## config.mk

```make
export PLATFORM = sky130hd
export DESIGN_NAME = score_display_ctrl
export DESIGN_NICKNAME = d
export VERILOG_FILES = /design/src/rtl/score_display_ctrl.sv
export SDC_FILE = /design/constraint.sdc
export NUM_CORES = 1
export LEC_CHECK = 0
export BUFFER_PORTS_ARGS = -buffer_cell sky130_fd_sc_hd__buf_4
export CAP_MARGIN = 20
export CORE_UTILIZATION = 40
export CTS_CLUSTER_DIAMETER = 50
export CTS_CLUSTER_SIZE = 10
export DETAILED_ROUTE_END_ITERATION = 8
export GPL_ROUTABILITY_DRIVEN = 0
export PLACE_DENSITY_LB_ADDON = 0.12
export RECOVER_POWER = 100
export SLEW_MARGIN = 20
export SYNTH_ARGS = -nofsm -noshare
export SYNTH_HDL_FRONTEND = slang
export SYNTH_SLANG_ARGS = --single-unit
```

## constraint.sdc

```tcl
create_clock -name clk -period 6.09 [get_ports clk]
set_input_delay 0.3045 -clock clk [delete_from_list [all_inputs] [get_ports clk]]
set_output_delay 0.3045 -clock clk [all_outputs]
set_load 0.005 [all_outputs]
```

## src/rtl/score_display_ctrl.sv

```systemverilog
`timescale 1ns/1ps
// score_display_ctrl
// Keeps the running game score as a saturating BCD counter, snapshots it once
// per frame for the glyph ROMs, generates the per-digit beam windows and
// merges the returned glyph pixels into one score pixel.
module score_display_ctrl #(
    parameter int NUM_DIGITS = 4,
    parameter int X0         = 16,
    parameter int Y0         = 8,
    parameter int DIGIT_W    = 16,
    parameter int DIGIT_H    = 16,
    parameter int GAP        = 4
) (
    input  logic                    clk,
    input  logic                    reset,
    input  logic                    game_clear,
    input  logic                    add_1,
    input  logic                    add_10,
    input  logic [9:0]              hcount,
    input  logic [9:0]              vcount,
    input  logic [NUM_DIGITS-1:0]   pixel_in,
    output logic [4*NUM_DIGITS-1:0] score_val,
    output logic [NUM_DIGITS-1:0]   h_enable,
    output logic                    v_enable,
    output logic                    score_pixel,
    output logic [4*NUM_DIGITS-1:0] score_bcd,
    output logic                    saturated
);

    localparam int              SW    = 4 * NUM_DIGITS;
    localparam logic [SW-1:0]   NINES = {NUM_DIGITS{4'h9}};

    // Decimal add of add_1 into the units nibble and add_10 into the tens
    // nibble, rippling a decimal carry upward. A carry out of the top digit
    // means the true sum exceeds all nines, so the result clamps there.
    function automatic logic [SW-1:0] bcd_add(input logic [SW-1:0] s,
                                              input logic          a1,
                                              input logic          a10);
        logic [SW-1:0] r;
        logic [4:0]    d;
        logic          c;
        r = '0;
        c = 1'b0;
        for (int i = 0; i < NUM_DIGITS; i++) begin
            d = {1'b0, s[4*i +: 4]} + {4'b0, c};
            if (i == 0) d = d + {4'b0, a1};
            if (i == 1) d = d + {4'b0, a10};
            if (d >= 5'd10) begin
                d = d - 5'd10;
                c = 1'b1;
            end else begin
                c = 1'b0;
            end
            r[4*i +: 4] = d[3:0];
        end
        // A single-digit score has no tens nibble: any +10 overflows it.
        if (c || (NUM_DIGITS == 1 && a10)) r = NINES;
        return r;
    endfunction

    logic [SW-1:0]         r_score;
    logic [SW-1:0]         r_snap;
    logic                  r_sat;
    logic [NUM_DIGITS-1:0] r_h_en;
    logic                  r_v_en;
    logic [NUM_DIGITS-1:0] r_win_d;
    logic                  r_pix;

    logic [SW-1:0]         w_score_nxt;
    logic [31:0]           w_hc;
    logic [31:0]           w_vc;
    logic                  w_v_win;
    logic [NUM_DIGITS-1:0] w_h_win;

    assign w_score_nxt = bcd_add(r_score, add_1, add_10);
    assign w_hc        = {22'd0, hcount};
    assign w_vc        = {22'd0, vcount};

    // Beam windows: shared vertical band, one horizontal slot per digit with
    // the units digit rightmost. Slots are separated by GAP so they never overlap.
    always_comb begin
        int xi;
        xi      = 0;
        w_v_win = (w_vc >= 32'(Y0)) && (w_vc < 32'(Y0 + DIGIT_H));
        w_h_win = '0;
        for (int i = 0; i < NUM_DIGITS; i++) begin
            xi = X0 + (NUM_DIGITS - 1 - i) * (DIGIT_W + GAP);
            if (w_v_win && (w_hc >= 32'(xi)) && (w_hc < 32'(xi + DIGIT_W)))
                w_h_win[i] = 1'b1;
        end
    end

    // Live score: a new game clears it and overrides any add in the same cycle.
    always_ff @(posedge clk or posedge reset) begin
        if (reset)
            r_score <= '0;
        else if (game_clear)
            r_score <= '0;
        else
            r_score <= w_score_nxt;
    end

    // Saturation flag trails the live score by one cycle.
    always_ff @(posedge clk or posedge reset) begin
        if (reset)
            r_sat <= 1'b0;
        else
            r_sat <= (r_score == NINES);
    end

    // Frame snapshot at the first beam position so a frame never shows two scores.
    always_ff @(posedge clk or posedge reset) begin
        if (reset)
            r_snap <= '0;
        else if (hcount == 10'd0 && vcount == 10'd0)
            r_snap <= r_score;
    end

    // Registered ROM windows, one cycle behind the beam position.
    always_ff @(posedge clk or posedge reset) begin
        if (reset) begin
            r_v_en <= 1'b0;
            r_h_en <= '0;
        end else begin
            r_v_en <= w_v_win;
            r_h_en <= w_h_win;
        end
    end

    // Delay the windows to line up with the ROMs' registered pixels, then merge.
    always_ff @(posedge clk or posedge reset) begin
        if (reset) begin
            r_win_d <= '0;
            r_pix   <= 1'b0;
        end else begin
            r_win_d <= r_h_en;
            r_pix   <= |(pixel_in & r_win_d);
        end
    end

    assign score_bcd   = r_score;
    assign saturated   = r_sat;
    assign score_val   = r_snap;
    assign v_enable    = r_v_en;
    assign h_enable    = r_h_en;
    assign score_pixel = r_pix;

endmodule
```

==> impl_results.md, run 1 <==
- Status: finished, violations left
- Failing checks: capacitance limit, slew limit
- First-pass GRT wire length: 7.65 mm
- Buffer and inverter count on the worst path: 0
- Yosys top cell by area: dfrtp_1
- Setup repair bufs after CTS: 0
- Initial antenna violation count: 0
- Avg Vias per Cell: 4.96
- Crit path cell chain: ha_1 -> ha_1 -> xnor2_1 -> ha_1 -> a31oi_1 -> fa_1 -> ha_1 -> xnor2_1 -> ha_1 -> a31oi_1 -> ha_1 -> ha_1 -> xnor2_1 -> ha_1 -> a31oi_1 -> ha_1 -> ha_1 -> nand2b_1 -> mux2i_1 -> a21oi_4 -> or2_4 -> nor2_1
- H-tree levels: 2
- Critical path type: flop to flop
- Critical Path RT: 6.31 ns
- Chip Height: 77.1 um
- Register area: 1080 um2
- Worst IR Drop VDD: ~0.08 mV
- Top cell type's share of synthesized area: 0.477
- Ys Warns: 0
- Final wirelength: 4.60 mm
- Syn_nets: roughly 250
- Crit path DAT: 5.75 ns
- Slowest cell delay on critical path: 0.45 ns
- Die X: 77.1 um
- Clk buf depth: 2
- Distinct cells, synth: 39
- Clock sink count: 43
- Total number of vias: 1715
- Number of DRC markers in iteration 0: 114
- Vias in the first global route: 1629
- IO Port Bufs: 67
- Remaining global-route overflow: 0
- Final Critical Period: around 5.5 ns
- Layout Utilization: 0.548
- Asr flop ratio synth: 1.00
- Layout cells sized above 1: 0.348
- Worst Tran Pin Value: 2.77 ns
- TritonCTS buffer count: 5
- Pleak: ~1.4 nW
- Normalized max-slew margin: -0.864
- Post-DRT Antenna Nets: 0
- Io pins: 68
- Max-slew violations: 61
- Synth cell count leaders: 43 x dfrtp_1, 27 x nor2_1, 14 x nand2_1
- Critical path's most frequent cell: ha_1
- # resized after CTS: 0
- MaxCap Viol Count: 2
- Final nets: between 300 and 400
- Highest clock rate: 181 MHz
- Synthesized area: about 2300 um2
- Starting Density: 0.428
- Layout area overhead: 28.2%
- Largest net degree at the start of global routing: 44
- Top_reg_cell synth: dfrtp_1
- Clk root buf: clkbuf_8
- Yosys reg bits: 43
- CP Capture Type: flop
- Core ar.: between 5000 and 6000 um2
- DRC Markers: 0
- Clk Latency, worst-skew pair: 0.29 ns
- Worst Hold Slack: 0.213 ns
- HP Class: input pin to flop
- CTS tree: yes
- TritonRoute pass-1 iters: 4
- Number of synthesized flops with an enable pin: 0
- Critical-path top delay cell: fa_1
- # rows: 26
- Synthesized area per cell: ~11 um2
- Dpl cells: around 340
- Most common cell in the netlist: dfrtp_1
- Crit start category: flop
- Setup Viol. Count Final: 0
- Seq/Total Area, Yosys: 0.477
- Worst-path fanout max: 8
- Final HPWL DP: 3.33 mm
- Routed len/inst: ~13 um
- Total power draw: 0.000536 W
- RSZ-0062 raised after global routing: false
- Fillcell total: 473
- Pwr Density: between 150 and 200 nW/um2
- CTS Hold Bufs: 0
- Cell family with the largest share of critical-path delay: adder cells
- Gate count of the mapped netlist: around 210
- Worst-path clk slew: 0.08 ns
- Finished Layout Cells: 346
- Die Area: around 5900 um2
- Max Clock Skew: 0.00563 ns
- Setup TNS Final: 0 ns
- Gr usage total: 0.163
- Tcrit/Tclk final: 0.909
- # diodes: 0
- Synth area leaders: dfrtp_1 48%, mux2_4 6.7%, ha_1 5.5%, nor2_1 4.5%, mux2_2 3.5%
- Area of the multi-input gates: 1100 um2
- Hold Fails Final Rpt: 0
report_power, final:
group / switching, W / leakage, nW / internal (W) / total [W]
Sequential: 0.00000441 / 0.598 / 0.000288 / 0.000292
Combinational: 0.0000291 / 0.745 / 0.0000292 / 0.0000583
Clock: 0.0000961 / 0.0470 / 0.0000891 / 0.000185
Total: 0.000130 / 1.39 / 0.000406 / 0.000536
kinds of logic after synthesis:
family / after synthesis / share of synthesized area
xor gates and xnor gates: 11 / 0.0427
DFF: 43 / 0.477
and+or+nand+nor: 78 / 0.182
muxes: 22 / 0.124
buffers and inverters: 17 / 0.0350
adders and majority gates: 11 / 0.0644
AOI/OAI and AO/OA: 27 / 0.0749
path summary, 6_finish.rpt:
kind / startpoint / cells after the start / end / slack [ns]
max in group asynchronous: reset / 3 / score_val[14] / 3.93
setup / recovery: score_bcd[0] / 22 / score_bcd[6] / 0.56
setup reg to reg: score_bcd[0] / 22 / score_bcd[6] / 0.56
hold / removal: hcount[6] / 2 / h_enable[2] / 0.21
hold reg to reg: h_enable[1] / 0 / r_win_d[1] / 0.38
min in group asynchronous: reset / 3 / score_val[4] / 0.86
flip-flops by register name (all words and copies together) (netlist names):
register and flops:
h_enable 4, r_win_d 4, saturated 1, score_bcd 16, score_pixel 1, score_val 16, v_enable 1
area by class of cell:
class | count | share of cell area
Multi-Input combinational cell | 149 | 0.380
Sequential cell | 43 | 0.372
Timing Repair Buffer | 68 | 0.175
Tap cell | 70 | 0.0303
Clock buffer | 6 | 0.0286
Inverter | 9 | 0.0117
Clock inverter | 1 | 0.00173
stage by stage:
step	setup WS, ns	instance area [um2]
detailed placement	0.403	2810
global placement	0.547	2810
finish	0.557	2890
CTS	0.397	2900
global route	0.106	2890
floorplan	1.13	2250
per-layer routing:
metal  share of wire  vias up  GRT usage
li1                -      860          -
met1            0.49      814      0.217
met2            0.47       36      0.268
met3           0.040        5     0.0333
met4          0.0085        0     0.0453
met5               0        -          0
placed cells by master, fill, tap and decap left out, drive strengths merged, types with 2 or more instances in the layout:
cell type and count:
a22oi 4, mux2i 5, ha 10, nor2b 3, nand2b 8, or3 2
clkbuf 49, inv 8, clkinv 2, xor2 2, buf 25, o21ai 4
a21oi 9, o211ai 3, nand3 7, mux2 17, nand2 14, a31oi 5
nor4 2, dfrtp 43, xnor2 9, nor4bb 2, nor3 7, nor2 27
No activity file was read; power rests on OpenSTA's default activity.
==> run 2, diff against run 1 <==
==> constraint.sdc (replaced) <==
create_clock -name clk -period 6.2 [get_ports clk]
set_input_delay 0.31 -clock clk [delete_from_list [all_inputs] [get_ports clk]]
set_output_delay 0.31 -clock clk [all_outputs]
set_load 0.005 [all_outputs]
==> impl_results.md, run 2 (synthesized netlist as in run 1, its figures left out) <==
- Clk Latency, worst-skew pair: 0.29 ns
- Crit start category: flop
- Worst IR Drop VDD: 0.111 mV
- CP Capture Type: flop
- Most frequent cells in the layout: 43 x dfrtp_1, 40 x clkbuf_4, 27 x nor2_1
- Final Critical Period: around 5.7 ns
- Vias in the first global route: between 1500 and 2000
- # rows: 26
- Final nets: 316
- Worst slack, placed: 0.539 ns
- Tcrit/Tclk final: 0.912
- DRC Markers: 0
- Failing checks: capacitance limit, slew limit
- H-tree levels: 2
- Worst Hold Slack: 0.223 ns
- Most common cell after layout, fill and taps aside: dfrtp_1
- Area of the multi-input gates: 1090 um2
- Gr usage total: 0.167
- Setup Viol. Count Final: 0
- TritonRoute pass-1 iters: 4
- Initial antenna violation count: 0
- Max Clock Skew: ~0.0083 ns
- Fillcell total: 487
- Chip Height: 77.1 um
- Final HPWL DP: 3.51 mm
- Normalized max-slew margin: -0.941
- Critical path type: flop to flop
- Die Area: 5940 um2
- MaxCap Viol Count: 2
- Worst-path clk slew: 0.08 ns
- First-pass GRT wire length: just under 8 mm
- # resized after CTS: 0
- Layout cells sized above 1: 0.329
- Max-slew violations: 61
- Remaining global-route overflow: 0
- Clk root buf: clkbuf_8
- Core ar.: about 5300 um2
- Largest net degree at the start of global routing: 44
- Clk buf depth: 2
- TritonCTS buffer count: 5
- IO Port Bufs: 67
- # diodes: 0
- Die X: 77.1 um
- CTS tree: yes
- Final worst slack: 0.548 ns
- RSZ-0062 raised after global routing: false
- Layout area overhead: 27.0%
- Number of DRC markers in iteration 0: 123
- Setup repair bufs after CTS: 0
- HP Class: input pin to flop
- Pwr Density: 180 nW/um2
- CTS Hold Bufs: 0
- Worst Tran Pin Value: 2.89 ns
- Worst-path fanout max: 8
- Critical Path RT: about 6.4 ns
- Crit path DAT: 5.81 ns
- Avg Vias per Cell: 5.05
- Status: finished, violations left
- Starting Density: 0.428
- Clock sink count: 43
- Highest clock rate: 177 MHz
- Post-DRT Antenna Nets: 0
- Setup TNS Final: 0 ns
- Final wirelength: 4.78 mm
- Pleak: 1.37 nW
- Register area: 1080 um2
- Hold Fails Final Rpt: 0
- Io pins: 68
- Routed len/inst: 13.8 um
- Total number of vias: 1751
## run 2: where the power goes
group          switching (W)  internal, W  total (W)
combinational      0.0000293    0.0000281  0.0000574
clock              0.0000912    0.0000792   0.000170
sequential        0.00000433     0.000283   0.000287
## run 2: layout make-up
| class | count | share of cell area |
|---|---|---|
| Sequential cell | 43 | 0.376 |
| Inverter | 9 | 0.0118 |
| Clock inverter | 1 | 0.00175 |
| Tap cell | 70 | 0.0306 |
| Timing Repair Buffer | 68 | 0.173 |
| Clock buffer | 7 | 0.0267 |
| Multi-Input combinational cell | 149 | 0.380 |
## run 2: metrics by stage
| step | util | cells | instance area [um2] | power [W] |
|---|---|---|---|---|
| 6_report | 0.543 | 347 | 2860 | 0.000515 |
| 5_1_grt | 0.543 | 347 | 2860 | 0.000538 |
| 4_1_cts | 0.548 | 347 | 2890 | 0.000522 |
| 3_5_place_dp | 0.533 | 339 | 2810 | 0.000352 |
| 3_3_place_gp | 0.533 | 339 | 2810 | 0.000351 |
| 2_1_floorplan | - | 209 | 2250 | 0.000324 |
## run 2: path summary, 6_finish.rpt
check | slack, ns | start | cells past startpoint | endpoint
max | 0.55 | score_bcd[0] | 22 | score_bcd[14]
min | 0.22 | hcount[6] | 2 | h_enable[3]
max reg2reg | 0.55 | score_bcd[0] | 22 | score_bcd[14]
min reg2reg | 0.38 | h_enable[2] | 0 | r_win_d[2]
max in group asynchronous | 4.05 | reset | 3 | score_val[14]
min in group asynchronous | 0.86 | reset | 3 | score_bcd[4]
## run 2: critical path, cell delays in order (launching register included)
cell,delay [ns]
dfrtp_1,0.42
ha_1,0.23
ha_1,0.28
xnor2_1,0.18
ha_1,0.26
a31oi_1,0.19
fa_1,0.45
ha_1,0.29
xnor2_1,0.16
ha_1,0.23
a31oi_1,0.32
ha_1,0.26
ha_1,0.25
xnor2_1,0.11
ha_1,0.24
a31oi_1,0.28
ha_1,0.24
ha_1,0.22
nand2b_1,0.12
mux2i_1,0.09
a21oi_2,0.32
or2_1,0.33
nor2_1,0.09
## run 2: per-layer routing
metal,wire (um),GRT usage
met5,0,0
met4,59,0.0453
met3,181,0.0286
met1,2260,0.215
met2,2280,0.289
==> run 3, diff against run 2 <==
--- a/config.mk
+++ b/config.mk
@@ -5,7 +5,8 @@
 export SDC_FILE = /design/constraint.sdc
 export NUM_CORES = 1
 export LEC_CHECK = 0
-export BUFFER_PORTS_ARGS = -buffer_cell sky130_fd_sc_hd__buf_4
+export ABC_CLOCK_PERIOD_IN_PS = 6200
+export BUFFER_PORTS_ARGS = -buffer_cell sky130_fd_sc_hd__buf_2
 export CAP_MARGIN = 20
 export CORE_UTILIZATION = 40
 export CTS_CLUSTER_DIAMETER = 50
@@ -14,7 +15,6 @@
 export GPL_ROUTABILITY_DRIVEN = 0
 export PLACE_DENSITY_LB_ADDON = 0.12
 export RECOVER_POWER = 100
-export SLEW_MARGIN = 20
 export SYNTH_ARGS = -nofsm -noshare
 export SYNTH_HDL_FRONTEND = slang
 export SYNTH_SLANG_ARGS = --single-unit
==> impl_results.md, run 3 (synthesized netlist as in run 1, its figures left out) <==
- Status: finished, violations left
- Failing checks: capacitance limit, slew limit
- Most frequent cells in the layout: 54 x buf_2, 43 x dfrtp_1, 27 x nor2_1
- Worst R2R Start: score_bcd[0]
- Setup repair bufs after CTS: 0
- Final wirelength: 4.73 mm
- Pleak: approximately 1.3 nW
- MaxCap Viol Count: 2
- Io pins: 68
- Max-slew violations: 61
- H-tree levels: 2
- Worst Hold Path Cells: 3
- Register area: 1080 um2
- Hold Fails Final Rpt: 0
- Vias in the first global route: 1678
- Most common cell after layout, fill and taps aside: buf_2
- Tcrit/Tclk final: 0.917
- Number of DRC markers in iteration 0: 74
- Layout area overhead: 20.9%
- Max Clock Skew: 0.00698 ns
- Clk buf depth: 2
- Final Critical Period: 5.68 ns
- Top sig layer: met4
- Layout cells sized above 1: 0.300
- Core ar.: ~5300 um2
- Remaining global-route overflow: 0
- Final nets: 316
- R2R cell count: 22
- R2R setup slack: 0.52 ns
- TritonRoute pass-1 iters: 4
- TritonCTS buffer count: 5
- Clock sink count: 43
- Starting Density: 0.428
- Worst Hold Slack: approximately 0.24 ns
- Avg Vias per Cell: 4.99
- HP Class: input pin to flop
- Worst-path clk slew: 0.08 ns
- Post-DRT Antenna Nets: 0
- WL met3: 186 um
- Reg2reg end: score_bcd[14]
- DRC Markers: 0
- Normalized max-slew margin: -0.870
- Worst Tran Pin Value: 2.78 ns
- Die X: 77.1 um
- CP Capture Type: flop
- RSZ-0062 raised after global routing: false
- Critical path type: flop to flop
- Worst-path fanout max: 8
- Largest net degree at the start of global routing: 44
- Die Area: 5940 um2
- Chip Height: ~77 um
- Initial antenna violation count: 0
- # resized after CTS: 0
- Fillcell total: 505
- Total power draw: 0.000563 W
- Highest clock rate: approximately 180 MHz
- Routed length on met1: roughly 2.3 mm
- Gr usage total: 0.172
- IO Port Bufs: 67
- Area of the multi-input gates: 1090 um2
- Setup TNS Final: 0 ns
- Routed len/inst: 13.6 um
- Layout Utilization: 0.517
- First-pass GRT wire length: 8.04 mm
- Pwr Density: between 200 and 250 nW/um2
- Clk root buf: clkbuf_8
- Crit start category: flop
- # diodes: 0
- # rows: 26
- Crit path DAT: 5.85 ns
- Critical Path RT: about 6.4 ns
- Met2 wire len: approximately 2.2 mm
- Clk Latency, worst-skew pair: 0.29 ns
- CTS tree: yes
- Hold Path End: score_pixel
- Total number of vias: about 1700
- Hold path start: pixel_in[3]
- Worst IR Drop VDD: 0.0826 mV
- Setup Viol. Count Final: 0
- Final HPWL DP: 3.42 mm
- CTS Hold Bufs: 0
-- run 3: through the flow --
step / setup WS, ns / std cells / instance area [um2]
6_report: 0.515 / 347 / 2730
5_1_grt: 0.0433 / 347 / 2730
3_5_place_dp: 0.511 / 339 / 2640
4_1_cts: 0.487 / 347 / 2760
2_1_floorplan: 1.24 / 209 / 2250
3_3_place_gp: 0.698 / 339 / 2640
-- run 3: worst max path at each step --
| stage | start | endpoint | slack, ns | cells past startpoint |
|---|---|---|---|---|
| 3_5_place_dp | add_1 | score_bcd[14] | 0.51 | 23 |
| 3_3_place_gp | add_1 | score_bcd[14] | 0.70 | 23 |
| 2_1_floorplan | score_bcd[0] | score_bcd[10] | 1.24 | 23 |
| 6_report | score_bcd[0] | score_bcd[14] | 0.52 | 22 |
| 5_1_grt | score_bcd[0] | score_bcd[13] | 0.04 | 22 |
| 4_1_cts | score_bcd[0] | score_bcd[14] | 0.49 | 22 |
-- run 3: routing by layer --
metal  vias up  GRT usage
met2        43      0.281
met4         0     0.0509
met1       825      0.227
met3         5     0.0369
li1        859          -
met5         -          0
-- run 3: layout make-up --
class                   count  area share
clock buffers               6      0.0303
clock inverters             2      0.0128
inverters                   9      0.0124
multi-input cells         149       0.399
flip-flops and latches     43       0.395
well taps                  70      0.0321
repair buffers             68       0.118
-- run 3: worst max-delay path, stage by stage (launching register included) --
cell	delay [ns]
dfrtp_1	0.42
ha_1	0.23
ha_1	0.28
xnor2_1	0.18
ha_1	0.25
a31oi_1	0.19
fa_1	0.45
ha_1	0.28
xnor2_1	0.16
ha_1	0.24
a31oi_1	0.28
ha_1	0.24
ha_1	0.25
xnor2_1	0.11
ha_1	0.25
a31oi_1	0.32
ha_1	0.25
ha_1	0.22
nand2b_1	0.12
mux2i_1	0.08
a21oi_2	0.34
or2_1	0.34
nor2_1	0.09
-- run 3: report_power, final --
group          internal, W  switching [W]
sequential        0.000283     0.00000426
combinational    0.0000222      0.0000288
clock             0.000130      0.0000948
